$ cat src/rtl/pc_sequencer_if.sv
// Command/status bundle between fetch control and the program sequencer.
// master: fetch control drives commands; slave: pc_sequencer.
interface pc_sequencer_if #(
  parameter int ADDR_WIDTH = 12,
  parameter int REL_WIDTH  = 8,
  parameter int SP_WIDTH   = 3
);
  logic                  flash_ready;
  logic                  pc_inc;
  logic                  pc_load;
  logic                  pc_rel;
  logic                  pc_call;
  logic                  pc_ret;
  logic [ADDR_WIDTH-1:0] pc_next;
  logic [REL_WIDTH-1:0]  rel_off;
  logic                  err_clr;
  logic [ADDR_WIDTH-1:0] pc_out;
  logic [SP_WIDTH-1:0]   sp;
  logic                  stack_full;
  logic                  stack_empty;
  logic                  stack_ovf;
  logic                  stack_unf;

  modport master (
    output flash_ready, pc_inc, pc_load, pc_rel,
    output pc_call, pc_ret, pc_next, rel_off, err_clr,
    input  pc_out, sp, stack_full, stack_empty,
    input  stack_ovf, stack_unf
  );

  modport slave (
    input  flash_ready, pc_inc, pc_load, pc_rel,
    input  pc_call, pc_ret, pc_next, rel_off, err_clr,
    output pc_out, sp, stack_full, stack_empty,
    output stack_ovf, stack_unf
  );
endinterface

$ cat src/rtl/pc_sequencer.sv
// Program sequencer: inc/jump/rel-branch/call/return with a return stack.
// Ports: clk, arst_n (async low), bus (pc_sequencer_if.slave).
// Define PC_REL_BRANCH_EN to build the relative-branch adder.
module pc_sequencer #(
  parameter int ADDR_WIDTH  = 12,
  parameter int STACK_DEPTH = 4,
  parameter int REL_WIDTH   = 8,
  parameter logic [ADDR_WIDTH-1:0] RESET_VECTOR = '0
) (
  input logic          clk,
  input logic          arst_n,
  pc_sequencer_if.slave bus
);
  localparam int SP_W  = $clog2(STACK_DEPTH + 1);
  localparam int IDX_W = $clog2(STACK_DEPTH);

  logic [ADDR_WIDTH-1:0] pc_q, pc_d;
  logic [ADDR_WIDTH-1:0] pc_plus1;
  logic [ADDR_WIDTH-1:0] rel_tgt;
  logic [SP_W-1:0]       sp_q, sp_d;
  logic [IDX_W-1:0]      push_idx, pop_idx;
  logic [ADDR_WIDTH-1:0] stack_q [STACK_DEPTH];
  logic [ADDR_WIDTH-1:0] stack_d [STACK_DEPTH];
  logic                  ovf_q, ovf_d;
  logic                  unf_q, unf_d;
  logic                  full, empty;
  logic                  rel_go;

  assign pc_plus1 = pc_q + ADDR_WIDTH'(1);
  assign full     = (sp_q == SP_W'(STACK_DEPTH));
  assign empty    = (sp_q == '0);
  assign push_idx = IDX_W'(sp_q);
  assign pop_idx  = IDX_W'(sp_q - SP_W'(1));

`ifdef PC_REL_BRANCH_EN
  assign rel_go  = bus.pc_rel;
  assign rel_tgt = pc_q + ADDR_WIDTH'($signed(bus.rel_off));
`else
  // No adder: pc_rel falls through to lower-priority commands.
  logic unused_rel;
  assign unused_rel = ^{bus.pc_rel, bus.rel_off};
  assign rel_go     = 1'b0;
  assign rel_tgt    = pc_q;
`endif

  always_comb begin
    pc_d    = pc_q;
    sp_d    = sp_q;
    stack_d = stack_q;
    // Clear first so a same-cycle error event below wins.
    ovf_d   = bus.err_clr ? 1'b0 : ovf_q;
    unf_d   = bus.err_clr ? 1'b0 : unf_q;
    if (bus.flash_ready) begin
      if (bus.pc_ret) begin
        if (!empty) begin
          pc_d = stack_q[pop_idx];
          sp_d = sp_q - SP_W'(1);
        end else begin
          unf_d = 1'b1;
        end
      end else if (bus.pc_call) begin
        if (!full) begin
          stack_d[push_idx] = pc_plus1;
          sp_d = sp_q + SP_W'(1);
          pc_d = bus.pc_next;
        end else begin
          ovf_d = 1'b1;
        end
      end else if (bus.pc_load) begin
        pc_d = bus.pc_next;
      end else if (rel_go) begin
        pc_d = rel_tgt;
      end else if (bus.pc_inc) begin
        pc_d = pc_plus1;
      end
    end
  end

  always_ff @(posedge clk or negedge arst_n) begin
    if (!arst_n) begin
      pc_q    <= RESET_VECTOR;
      sp_q    <= '0;
      stack_q <= '{default: '0};
      ovf_q   <= 1'b0;
      unf_q   <= 1'b0;
    end else begin
      pc_q    <= pc_d;
      sp_q    <= sp_d;
      stack_q <= stack_d;
      ovf_q   <= ovf_d;
      unf_q   <= unf_d;
    end
  end

  assign bus.pc_out      = pc_q;
  assign bus.sp          = sp_q;
  assign bus.stack_full  = full;
  assign bus.stack_empty = empty;
  assign bus.stack_ovf   = ovf_q;
  assign bus.stack_unf   = unf_q;
endmodule

$ cat src/flat_wrapper.sv
// flat-port wrapper written by rule: the top's interface ports become plain ports
module pc_sequencer_flat 
#(
  parameter int ADDR_WIDTH  = 12,
  parameter int STACK_DEPTH = 4,
  parameter int REL_WIDTH   = 8,
  parameter logic [ADDR_WIDTH-1:0] RESET_VECTOR = '0
)
  (clk, arst_n, bus_flash_ready, bus_pc_inc, bus_pc_load, bus_pc_rel, bus_pc_call, bus_pc_ret, bus_pc_next, bus_rel_off, bus_err_clr, bus_pc_out, bus_sp, bus_stack_full, bus_stack_empty, bus_stack_ovf, bus_stack_unf);
  pc_sequencer_if #(.ADDR_WIDTH(ADDR_WIDTH), .REL_WIDTH(REL_WIDTH), .SP_WIDTH(3)) bus_i ();
  input logic clk;
  input logic arst_n;
  input wire logic [$bits(bus_i.flash_ready)-1:0] bus_flash_ready;
  input wire logic [$bits(bus_i.pc_inc)-1:0] bus_pc_inc;
  input wire logic [$bits(bus_i.pc_load)-1:0] bus_pc_load;
  input wire logic [$bits(bus_i.pc_rel)-1:0] bus_pc_rel;
  input wire logic [$bits(bus_i.pc_call)-1:0] bus_pc_call;
  input wire logic [$bits(bus_i.pc_ret)-1:0] bus_pc_ret;
  input wire logic [$bits(bus_i.pc_next)-1:0] bus_pc_next;
  input wire logic [$bits(bus_i.rel_off)-1:0] bus_rel_off;
  input wire logic [$bits(bus_i.err_clr)-1:0] bus_err_clr;
  output wire logic [$bits(bus_i.pc_out)-1:0] bus_pc_out;
  output wire logic [$bits(bus_i.sp)-1:0] bus_sp;
  output wire logic [$bits(bus_i.stack_full)-1:0] bus_stack_full;
  output wire logic [$bits(bus_i.stack_empty)-1:0] bus_stack_empty;
  output wire logic [$bits(bus_i.stack_ovf)-1:0] bus_stack_ovf;
  output wire logic [$bits(bus_i.stack_unf)-1:0] bus_stack_unf;
  assign bus_i.flash_ready = bus_flash_ready;
  assign bus_i.pc_inc = bus_pc_inc;
  assign bus_i.pc_load = bus_pc_load;
  assign bus_i.pc_rel = bus_pc_rel;
  assign bus_i.pc_call = bus_pc_call;
  assign bus_i.pc_ret = bus_pc_ret;
  assign bus_i.pc_next = bus_pc_next;
  assign bus_i.rel_off = bus_rel_off;
  assign bus_i.err_clr = bus_err_clr;
  assign bus_pc_out = bus_i.pc_out;
  assign bus_sp = bus_i.sp;
  assign bus_stack_full = bus_i.stack_full;
  assign bus_stack_empty = bus_i.stack_empty;
  assign bus_stack_ovf = bus_i.stack_ovf;
  assign bus_stack_unf = bus_i.stack_unf;
  pc_sequencer #(.ADDR_WIDTH(ADDR_WIDTH), .STACK_DEPTH(STACK_DEPTH), .REL_WIDTH(REL_WIDTH), .RESET_VECTOR(RESET_VECTOR)) u_core (.clk(clk), .arst_n(arst_n), .bus(bus_i));
endmodule
$ cat config.mk
export PLATFORM = sky130hd
export DESIGN_NAME = pc_sequencer_flat
export DESIGN_NICKNAME = d
export VERILOG_FILES = /design/src/rtl/pc_sequencer_if.sv /design/src/rtl/pc_sequencer.sv /design/src/flat_wrapper.sv
export SDC_FILE = /design/constraint.sdc
export NUM_CORES = 1
export LEC_CHECK = 0
export ABC_CLOCK_PERIOD_IN_PS = 2300
export CORE_ASPECT_RATIO = 0.75
export CORE_MARGIN = 2
export CORE_UTILIZATION = 49
export DETAILED_ROUTE_END_ITERATION = 12
export PLACE_DENSITY = 0.76
export SLEW_MARGIN = 20
export SYNTH_ARGS = -nofsm -noshare
export SYNTH_HDL_FRONTEND = slang
export SYNTH_SLANG_ARGS = --single-unit
$ cat constraint.sdc
create_clock -name clk -period 2.3 [get_ports clk]
set_input_delay 0.46 -clock clk [delete_from_list [all_inputs] [get_ports clk]]
set_output_delay 0.46 -clock clk [all_outputs]
set_load 0.01 [all_outputs]
* Yosys cells after proc, flatten, opt, wreduce, memory -nomap -nowiden
Cells that the tools add are included.
** Storage, ports and cells
- Bits in registers :: 65
- Input bits :: 29
- Output and inout bits :: 19
** Operators by class
- Add/sub/neg operators :: 3
- Order comparisons :: 3
- Equality and inequality tests :: 4
- Multiplexer cells :: 25
- Bitwise gates (word level) :: 4
- Reduce and logical (&&, ||, !) cells :: 7
** Operators with widths (count)
- 2-to-1 mux 12 bit :: 9
- bitwise mux 48 bit :: 1
- binary-select mux 12 bit (select 2 bit) :: 1
- demux 12 bit (select 2 bit) :: 1
- adder 12 x 1 -> 12 bit (second input constant) :: 1
- 2-to-1 mux 3 bit :: 4
- AND reduction 4 bit :: 3
- 2-to-1 mux 1 bit :: 9
- >= comparator 3 bit (second input constant) :: 2
- NOT 2 -> 3 bit :: 2
- != test 2 bit (second input constant) :: 2
- nonzero test 4 bit :: 1
- adder 3 x 1 -> 3 bit (second input constant) :: 1
- equality test 3 bit (second input constant) :: 1
- logical NOT 3 bit :: 1
- less-than comparator 3 x 1 -> 1 bit (second input constant) :: 1
- != test 3 bit (second input constant) :: 1
- subtractor 3 x 1 -> 3 bit (second input constant) :: 1
- NOT 1 bit :: 2
- nonzero test 2 bit :: 1
- logical AND 1 bit :: 1

* Logic depth before layout (Yosys ltp)
Gate-level depths: netlist of the first run.
- Depth after elaboration :: 7
- Depth in mapped cells :: 9

* Worst setup path after synthesis of the first run
OpenSTA, ideal clock, no wires.
- Path type :: register to register
- From :: register u_core.sp_q[0], in the netlist u_core.bus.sp[0]
- To :: register u_core.pc_q[1], in the netlist u_core.bus.pc_out[1]
- Setup time :: 0.125 ns
- Arrival time :: 2.352 ns
- Data required time :: 2.175 ns
- Setup slack :: -0.177 ns
- Cell stages (with the launch flop) :: 10
- Buffers on the path :: 3
- Clock period less this slack :: 2.477 ns
- Cells stage by stage :: dfrtp_1 buf_2 buf_4 inv_1 ha_1 buf_1 mux4_2 nand2_1 o21ai_0 mux2_2
** On the way
- Cells in the longest elaborated chain, start to end :: 7
- Elaborated cells between the ends (all ways) :: 12
- Classes of those cells :: 1 x add/sub; 3 x eq/ne; 5 x mux; 1 x bitwise; 2 x reduce/logical
** RTL lines
- start: declaration :: line pc_sequencer.sv:20 : logic [SP_W-1:0] sp_q, sp_d;
- start signal: assignment :: line pc_sequencer.sv:88 : sp_q <= sp_d;
- subtractor 3 x 1 -> 3 bit :: line pc_sequencer.sv:33 : assign pop_idx = IDX_W'(sp_q - SP_W'(1));
- net u_core.pop_idx[0] :: line pc_sequencer.sv:21 : logic [IDX_W-1:0] push_idx, pop_idx;
- NOT 2 -> 3 bit (implied by the code) :: line pc_sequencer.sv:56 : pc_d = stack_q[pop_idx];
- binary-select mux 12 bit (select 2 bit) :: line pc_sequencer.sv:56
- 2-to-1 mux 12 bit (implied by the code) (2 in series) :: line pc_sequencer.sv:56
- 2-to-1 mux 12 bit :: line pc_sequencer.sv:55 : if (!empty) begin
- 2-to-1 mux 12 bit :: line pc_sequencer.sv:54 : if (bus.pc_ret) begin
- end signal: assignment :: line pc_sequencer.sv:87 : pc_q <= pc_d;
- end: declaration :: line pc_sequencer.sv:17 : logic [ADDR_WIDTH-1:0] pc_q, pc_d;
The timed path passes the listed nets, and every way through them passes these cells. The select of a mux whose other input is x is not followed.
A chain may end at the register's enable or synchronous reset.

* Final worst setup path of the first run
- From :: register u_core.sp_q[0], in the netlist u_core.bus.sp[0]
- To :: output bus_sp[0]
** RTL lines
- end: declaration :: line flat_wrapper.sv:23 : output wire logic [$bits(bus_i.sp)-1:0] bus_sp;
No word-level cell between the ends.

==> results of run 1 <==
final timing paths:
path	depth (start not counted)	to	slack, ps	startpoint
worst max-delay path	2	bus_sp[0]	230	u_core.bus.sp[0]$_DFFE_PN0P_
worst min-delay path	2	u_core.bus.stack_unf$_DFF_PN0_	100	arst_n
worst max register to register	5	u_core.bus.pc_out[10]$_DFFE_PN0P_	350	u_core.bus.pc_out[0]$_DFFE_PN0P_
worst min register to register	2	u_core.stack_q[30]$_DFFE_PN0P_	480	u_core.stack_q[30]$_DFFE_PN0P_
max in group asynchronous	2	u_core.stack_q[28]$_DFFE_PN0P_	1910	arst_n
min in group clk	2	u_core.stack_q[30]$_DFFE_PN0P_	480	u_core.stack_q[30]$_DFFE_PN0P_
final cells by class:
| cell class | instances | area (µm²) |
|---|---|---|
| Timing Repair Buffer | 61 | 574 |
| Multi-Input combinational cell | 230 | 1530 |
| Fill cell | 513 | 2300 |
| Tap cell | 81 | 101 |
| Inverter | 11 | 41.3 |
| Clock inverter | 7 | 87.6 |
| Clock buffer | 9 | 124 |
| Sequential cell | 65 | 1630 |
cell families after synthesis:
logic type	Yosys count	share of synthesized area [%]
simple gates	109	15.6
compound gates	88	15.9
flops	65	49.5
buf+inv	31	4.00
mux	19	10.6
xor+xnor	8	2.13
fa+ha+maj	6	2.29
registers in the layout, indices dropped and copies added, names as in the netlist:
| signal | flops |
|---|---|
| u_core.bus.sp | 3 |
| u_core.bus.stack_unf | 1 |
| u_core.bus.stack_ovf | 1 |
| u_core.bus.pc_out | 12 |
| u_core.stack_q | 48 |
power by group through the flow:
stage                     Clock (mW)  Combinational (mW)  Sequential, mW
after floorplan                    0                1.46            2.05
after global placement             0                2.33            2.05
final                           1.03                2.40            2.08
after CTS                       1.06                2.41            2.07
after detailed placement           0                2.38            2.09
after global routing            1.11                2.65            2.15
timing repair:
| action | CTS | global route |
|---|---|---|
| buffers inserted | 0 | 0 |
| pin swaps | 0 | 0 |
| setup endpoints to repair | 2 | 1 |
| gates resized for setup | 3 | 1 |
per-stage QoR:
stage | hold slack [ps] | utilization, % | setup slack, ps | total power, mW
2_1_floorplan | 164 | - | 0.242 | 3.51
3_3_place_gp | 457 | 60.6 | 87.7 | 4.38
4_1_cts | 114 | 63.9 | 44.3 | 5.54
5_1_grt | 125 | 64.0 | 148 | 5.91
3_5_place_dp | 467 | 60.6 | 87.3 | 4.47
6_report | 104 | 64.0 | 234 | 5.52
metal layers:
metal	part of all wire (%)	routed length, µm	GRT usage [%]
met5	0	0	0
met1	48	3780	33.4
met3	7.1	567	7.61
met2	45	3550	36.0
met4	0.43	34	5.48
Yosys cell counts (all sizes together) (2+ instances only):
master	number	area [µm²]
nand3b	2	15.0
o22ai	2	12.5
mux2	5	56.3
o31ai	3	22.5
mux2i	2	20.0
o211ai	2	15.0
and2	4	25.0
buf	6	37.5
nor3	5	25.0
clkbuf	14	52.6
nor2	29	109
and4	2	20.0
nand2	41	154
inv	11	41.3
xor2	4	35.0
xnor2	4	35.0
or3	3	18.8
o21ai	42	210
or4	2	18.8
ha	6	75.1
a21boi	2	15.0
dfrtp	65	1630
and3	2	12.5
nand4	3	18.8
o31a	2	20.0
a21oi	18	90.1
mux4	12	270
o22a	2	17.5
a31oi	5	31.3
a211o	3	26.3
nand3	10	50.1
==> flow_summary.ini, run 1 <==
[power]
leakage_nw = 1.79
sw_frac_of_total_pct = 38.0
power_frac_comb_pct = 43.6
p_per_area_mw_per_mm2 = 1350
clockPowerShare_pct = 18.7
ir_worst_vdd_mv = 0.520
power.internal_mw = 3.42
switchingPower_mw = 2.10
sequentialPowerShare_pct = 37.8

[synth]
ys_types = 49
syn_nets = 361
seq_area_frac_synth_pct = 49.5
netlist_area_mm2 = 0.00328
yosysWarnings = 0
ys.flop_type = dfrtp_1
ys_async_sr_fraction_pct = 100
avgSynthCellArea_um2 = 10.1
synth.ff_latch_count = 65
synth-edff-count = 0
syn_inst = 326

[detailed_routing]
drt_first_pass_iters = 4
vias = 2678
routed_wl_mm = 7.93
ant_nets = 0
vias_per_cell = 5.77
drc = 0
drt_iter0_markers = 123
wl_per_cell_um = 17.1

[critical_path]
crit_path_start_kind = register
cpMaxStageDelayCell = clkdlybuf4s50_1
cp.required_ps = 1840
worstSetupPathType = reg2out
end_kind = output port
crit_chain = buf_4 -> clkdlybuf4s50_1
cp_data_arrival_time_ps = 1610
cpPeakStageDelay_ps = 600
cp.buffers_inverters = 2
crit_fanout = 16
path_delay_family = buffers and inverters

[timing]
final-hold-violation-count = 0
setup_tns_ps = 0
slew_headroom_pct = 68.0
rsz0062_at_grt = false
fin_crit_ps = 2070
fmax_mhz = 484
tightest_slew_ps = 478
post-route-period-util_pct = 89.8
slew_violations = 0
finClkSkew_ps = 6.50
setup_viol = 0

[floorplan]
io_pins = 48
core_area_mm2 = 0.00638
die_w_um = 98.5
rows = 25
die-area_mm2 = 0.00738
start_util_pct = 51.5
die_h_um = 74.9

[clocking]
clk_pin_slew_worst_paths_ps = 80
cts_buffers = 9
cts-root-buf = clkbuf_8
cts_hold_buf = 0
cts_tree = done
cts_sinks = 65
clkLatencyLatePin_ps = 360
ctsHtreeMaxLevel = 3
clk_path_buf_depth = 2

[placed_design]
portBuffers = 38
gp_congestion = 0.912
placed_cell_area_mm2 = 0.00387
dp_hpwl_mm = 5.67
placed_cells = 448

[grt]
grt-ovfl-total = 0
grt_pass1_vias = 2571
antenna_found_initial = 0
grt_use_total_pct = 23.5
grt_max_degree = 66
grt_pass1_wl_mm = 13.1

[finish]
layout_commonest_cell = dfrtp_1
layout_common_cells = dfrtp_1, o21ai_0, nand2_1
drive_gt1_share_pct = 17.0
syn2layout_area_growth_pct = 24.4
fin_area_mm2 = 0.00408
instances_no_fill = 464
nets = 413
antennaDiodeCount = 0

[hold_path]
hold_class = in2async

[job]
drv_cap = 0

[outcome]
status = complete, no violations
Power figures use the tool's default switching activity.
==> inputs of run 2 (changes only) <==
--- a/config.mk
+++ b/config.mk
@@ -10,7 +10,9 @@
 export CORE_MARGIN = 2
 export CORE_UTILIZATION = 49
 export DETAILED_ROUTE_END_ITERATION = 12
+export HOLD_SLACK_MARGIN = 0.05
 export PLACE_DENSITY = 0.76
+export RECOVER_POWER = 25
 export SLEW_MARGIN = 20
 export SYNTH_ARGS = -nofsm -noshare
 export SYNTH_HDL_FRONTEND = slang
==> flow_summary.ini, run 2 (synthesized netlist as in run 1, its figures left out) <==
[critical_path]
cp.required_ps = 1840
cp_data_arrival_time_ps = 1610
end_kind = output port
crit_fanout = 16
worstSetupPathType = reg2out
crit_path_start_kind = register

[detailed_routing]
vias_per_cell = 5.76
routed_wl_mm = 7.92
ant_nets = 0
drt_iter0_markers = 123
vias = 2674
wl_per_cell_um = 17.1
drt_first_pass_iters = 4
drc = 0

[floorplan]
die_w_um = 98.5
rows = 25
die-area_mm2 = 0.00738
start_util_pct = 51.5
core_area_mm2 = 0.00638
die_h_um = 74.9
io_pins = 48

[placed_design]
dp_hpwl_mm = 5.67
portBuffers = 38
gp_congestion = 0.912
placed_cells = 448

[timing]
tightest_slew_ps = 1590
fin_crit_ps = 2070
hold_slack_ps = 483
slew_violations = 66
slew_headroom_pct = -6.11
finClkSkew_ps = 7.05
fmax_mhz = 484
final-hold-violation-count = 0
setup_viol = 0
rsz0062_at_grt = false
setup_tns_ps = 0
post-route-period-util_pct = 89.9

[clocking]
cts_tree = done
cts-root-buf = clkbuf_8
cts_hold_buf = 0
clk_pin_slew_worst_paths_ps = 80
ctsHtreeMaxLevel = 3
cts_buffers = 9
clkLatencyLatePin_ps = 360
cts_setup_buffers = 0
cts_sinks = 65
clk_path_buf_depth = 2

[finish]
antennaDiodeCount = 0
nets = 413
syn2layout_area_growth_pct = 23.9
largest_reg_flops = 48
layout_common_cells = dfrtp_1, o21ai_0, nand2_1
instances_no_fill = 464
nFillCells = 515
drive_gt1_share_pct = 17.0
regMostFlops = u_core.stack_q
post-route-util_pct = 63.7
layout_commonest_cell = dfrtp_1

[grt]
grt_max_degree = 66
grt_pass1_vias = 2571
antenna_found_initial = 0
grt_pass1_wl_mm = 13.1
grt_use_total_pct = 23.5
grt-ovfl-total = 0

[job]
drv_cap = 1

[power]
totalPowerFinal_mw = 5.51
leakage_nw = 1.79
ir_worst_vdd_mv = 0.520
p_per_area_mw_per_mm2 = 1360

[outcome]
failed_checks = capacitance limit, slew limit
status = finished with violations

[hold_path]
hold_class = reg2reg
==> run 2: cell count changes in the layout (fill, tap and decap cells not counted) <==
cell	before	now
buf_12	2	1
clkbuf_2	0	1
==> run 2: final cells by class <==
class	instances	area [µm²]	share of cell area (%)
inverters	11	41.3	1.02
clock inverters	7	87.6	2.15
flip-flops and latches	65	1630	40.0
repair buffers	61	559	13.7
clock buffers	9	124	3.05
well taps	81	101	2.49
multi-input cells	230	1530	37.6
==> run 2: timing repair <==
| item | CTS | global route |
|---|---|---|
| pin swaps | 0 | 0 |
| gates resized for setup | 3 | 1 |
| endpoints found under the setup margin | 2 | 1 |
==> run 2: layer usage <==
layer | global-route usage, % | part of all wire [%]
met1 | 33.4 | 47
met2 | 36.0 | 45
met3 | 7.61 | 7.6
met4 | 5.48 | 0.43
met5 | 0 | 0
==> run 2: critical path: stages (launching register included) <==
cell and delay [ps]:
dfrtp_1 360, buf_4 300, clkdlybuf4s50_1 600
==> run 2: report_power, final <==
group | leakage (nW) | switching [mW] | internal, mW
combinational | 0.870 | 1.19 | 1.21
sequential | 0.812 | 0.404 | 1.68
clock | 0.108 | 0.506 | 0.524
total | 1.79 | 2.10 | 3.42
==> run 2: final timing paths <==
check	start	end	slack (ps)	depth (start not counted)
setup / recovery	u_core.bus.sp[0]$_DFFE_PN0P_	bus_sp[0]	230	2
max in group asynchronous	arst_n	u_core.stack_q[28]$_DFFE_PN0P_	760	2
setup reg to reg	u_core.bus.pc_out[0]$_DFFE_PN0P_	u_core.bus.pc_out[10]$_DFFE_PN0P_	350	5
min in group asynchronous	arst_n	u_core.bus.stack_unf$_DFF_PN0_	590	2
hold reg to reg	u_core.stack_q[30]$_DFFE_PN0P_	u_core.stack_q[30]$_DFFE_PN0P_	480	2
hold / removal	u_core.stack_q[30]$_DFFE_PN0P_	u_core.stack_q[30]$_DFFE_PN0P_	480	2
==> run 2: through the flow <==
| step | instance area (µm²) | setup WS [ps] |
|---|---|---|
| floorplan | 3280 | 0.242 |
| global placement | 3870 | 87.7 |
| detailed placement | 3870 | 87.3 |
| CTS | 4080 | 44.3 |
| global route | 4070 | 148 |
| finish | 4070 | 233 |
==> inputs of run 3 (changes only) <==
--- a/config.mk
+++ b/config.mk
@@ -5,13 +5,13 @@
 export SDC_FILE = /design/constraint.sdc
 export NUM_CORES = 1
 export LEC_CHECK = 0
-export ABC_CLOCK_PERIOD_IN_PS = 2300
+export ABC_CLOCK_PERIOD_IN_PS = 2100
 export CORE_ASPECT_RATIO = 0.75
 export CORE_MARGIN = 2
-export CORE_UTILIZATION = 49
+export CORE_UTILIZATION = 54
 export DETAILED_ROUTE_END_ITERATION = 12
 export HOLD_SLACK_MARGIN = 0.05
-export PLACE_DENSITY = 0.76
+export PLACE_DENSITY = 0.79
 export RECOVER_POWER = 25
 export SLEW_MARGIN = 20
 export SYNTH_ARGS = -nofsm -noshare
==> constraint.sdc (replaced) <==
create_clock -name clk -period 2.1 [get_ports clk]
set_input_delay 0.42 -clock clk [delete_from_list [all_inputs] [get_ports clk]]
set_output_delay 0.42 -clock clk [all_outputs]
set_load 0.01 [all_outputs]
==> flow_summary.ini, run 3 (synthesized netlist as in run 1, its figures left out) <==
[outcome]
status = finished with violations
failed_checks = capacitance limit, slew limit

[finish]
fin_area_mm2 = 0.00409
drive_gt1_share_pct = 17.6
antennaDiodeCount = 0
layout_commonest_cell = dfrtp_1
nets = 416
syn2layout_area_growth_pct = 24.7
post-route-util_pct = 69.9
regMostFlops = u_core.stack_q
largest_reg_flops = 48
layout_common_cells = dfrtp_1, o21ai_0, nand2_1

[job]
drv_cap = 1

[timing]
tightest_slew_ps = 1580
setup_tns_ps = 0
slew_violations = 66
fmax_mhz = 496
final-hold-violation-count = 0
fin_crit_ps = 2020
rsz0062_at_grt = false
setup_ws_ps = 82.9
slew_headroom_pct = -5.54
setup_viol = 0
finClkSkew_ps = 9.06
hold_slack_ps = 483
post-route-period-util_pct = 96.1

[power]
clockPowerShare_pct = 17.5
power.internal_mw = 3.77
leakage_nw = 1.78
p_per_area_mw_per_mm2 = 1470
power_frac_comb_pct = 44.5
sw_frac_of_total_pct = 37.5
switchingPower_mw = 2.26
ir_worst_vdd_mv = 0.697
sequentialPowerShare_pct = 38.0

[floorplan]
core_area_mm2 = 0.00586
start_util_pct = 56.1
rows = 24
die_w_um = 94.0
io_pins = 48
die_h_um = 71.5
die-area_mm2 = 0.00673

[critical_path]
crit_chain = buf_4 -> clkdlybuf4s50_1
path_delay_family = buffers and inverters
r2r_setup_slack_ps = 300
cp.required_ps = 1680
worstSetupPathType = reg2out
r2r_end = u_core.bus.pc_out[9]$_DFFE_PN0P_
cpPeakStageDelay_ps = 600
cp_data_arrival_time_ps = 1600
crit_fanout = 16
crit_path_start_kind = register
r2r_cells = 5
cp.buffers_inverters = 2
end_kind = output port
r2r-start = u_core.bus.sp[0]$_DFFE_PN0P_
cpMaxStageDelayCell = clkdlybuf4s50_1

[grt]
antenna_found_initial = 0
grt_max_degree = 66
grt_use_total_pct = 26.4
grt_pass1_wl_mm = 13.4
grt_pass1_vias = 2645
grt-ovfl-total = 0

[clocking]
cts-root-buf = clkbuf_8
clk_path_buf_depth = 2
cts_sinks = 65
clk_pin_slew_worst_paths_ps = 70
ctsHtreeMaxLevel = 3
cts_hold_buf = 0
cts_tree = done
cts_buffers = 9
clkLatencyLatePin_ps = 340

[detailed_routing]
vias = 2724
wl_met3_um = 655
drc = 0
wl_per_cell_um = 17.4
ant_nets = 0
m1WireLength_mm = 3.68
highest_layer = met4
vias_per_cell = 5.87
drt_iter0_markers = 242
routed_wl_mm = 8.07
drt_first_pass_iters = 5
met2WireLength_mm = 3.59

[placed_design]
placed_cell_area_mm2 = 0.00390
dp_slack_ps = -97.7
dp_hpwl_mm = 5.87
portBuffers = 38
gp_congestion = 0.858

[hold_path]
hold_class = reg2reg
hold_end = u_core.stack_q[16]$_DFFE_PN0P_
worstHoldStart = u_core.stack_q[16]$_DFFE_PN0P_
holdPathStages = 2
==> run 3: cell types whose count changed in the layout (fill, tap and decap cells not counted), moves of 2 or more <==
| cell | delta |
|---|---|
| clkinv_4 | -3 |
| clkinvlp_4 | +3 |
| clkbuf_1 | +2 |
| buf_4 | +2 |
| inv_8 | -2 |
==> run 3: worst max-delay path by stage <==
stage,start,to,cells past startpoint
floorplan,u_core.bus.sp[0]$_DFFE_PN0P_,u_core.bus.pc_out[1]$_DFFE_PN0P_,9
detailed placement,bus_pc_ret,u_core.bus.pc_out[8]$_DFFE_PN0P_,7
CTS,u_core.bus.sp[0]$_DFFE_PN0P_,bus_sp[0],2
finish,u_core.bus.sp[0]$_DFFE_PN0P_,bus_sp[0],2
global placement,bus_pc_ret,u_core.bus.pc_out[8]$_DFFE_PN0P_,7
global route,u_core.bus.sp[0]$_DFFE_PN0P_,bus_sp[0],2
==> run 3: stage by stage <==
step / power (mW) / cells
2_1_floorplan: 3.93 / 326
3_3_place_gp: 4.80 / 447
3_5_place_dp: 4.95 / 447
4_1_cts: 6.02 / 464
5_1_grt: 6.44 / 464
6_report: 6.03 / 464
==> run 3: repair_timing <==
action / CTS / global route
buffers inserted: 1 / 0
setup endpoints to repair: 2 / 0
gates resized for setup: 5 / 0
endpoints found under the hold margin: 0 / 0
==> run 3: final cells by class <==
| class | instances | area, µm² |
|---|---|---|
| clock buffer | 12 | 145 |
| timing repair buffer | 64 | 591 |
| multi-input combinational | 230 | 1540 |
| sequential | 65 | 1630 |
| tap | 78 | 97.6 |
| fill | 444 | 1760 |
| inverter | 11 | 41.3 |
| clock inverter | 4 | 52.6 |
==> run 3: worst reg2reg max path: stages (launching register included) <==
cell	delay, ps
dfrtp_1	360
buf_4	310
mux4_2	590
o2bb2ai_1	160
a31oi_1	60
o22a_1	220
==> run 3: routing by layer <==
metal / global-route usage [%] / vias up
met4: 9.02 / 0
met2: 40.2 / 126
met5: 0 / -
met3: 6.31 / 13
li1: - / 1277
met1: 37.9 / 1308
==> run 3: power by group through the flow <==
| stage | sequential (mW) | clock (mW) | combinational [mW] |
|---|---|---|---|
| after floorplan | 2.25 | 0 | 1.68 |
| after global placement | 2.24 | 0 | 2.56 |
| after detailed placement | 2.30 | 0 | 2.64 |
| after CTS | 2.28 | 1.07 | 2.67 |
| after global routing | 2.37 | 1.13 | 2.94 |
| final | 2.29 | 1.05 | 2.68 |
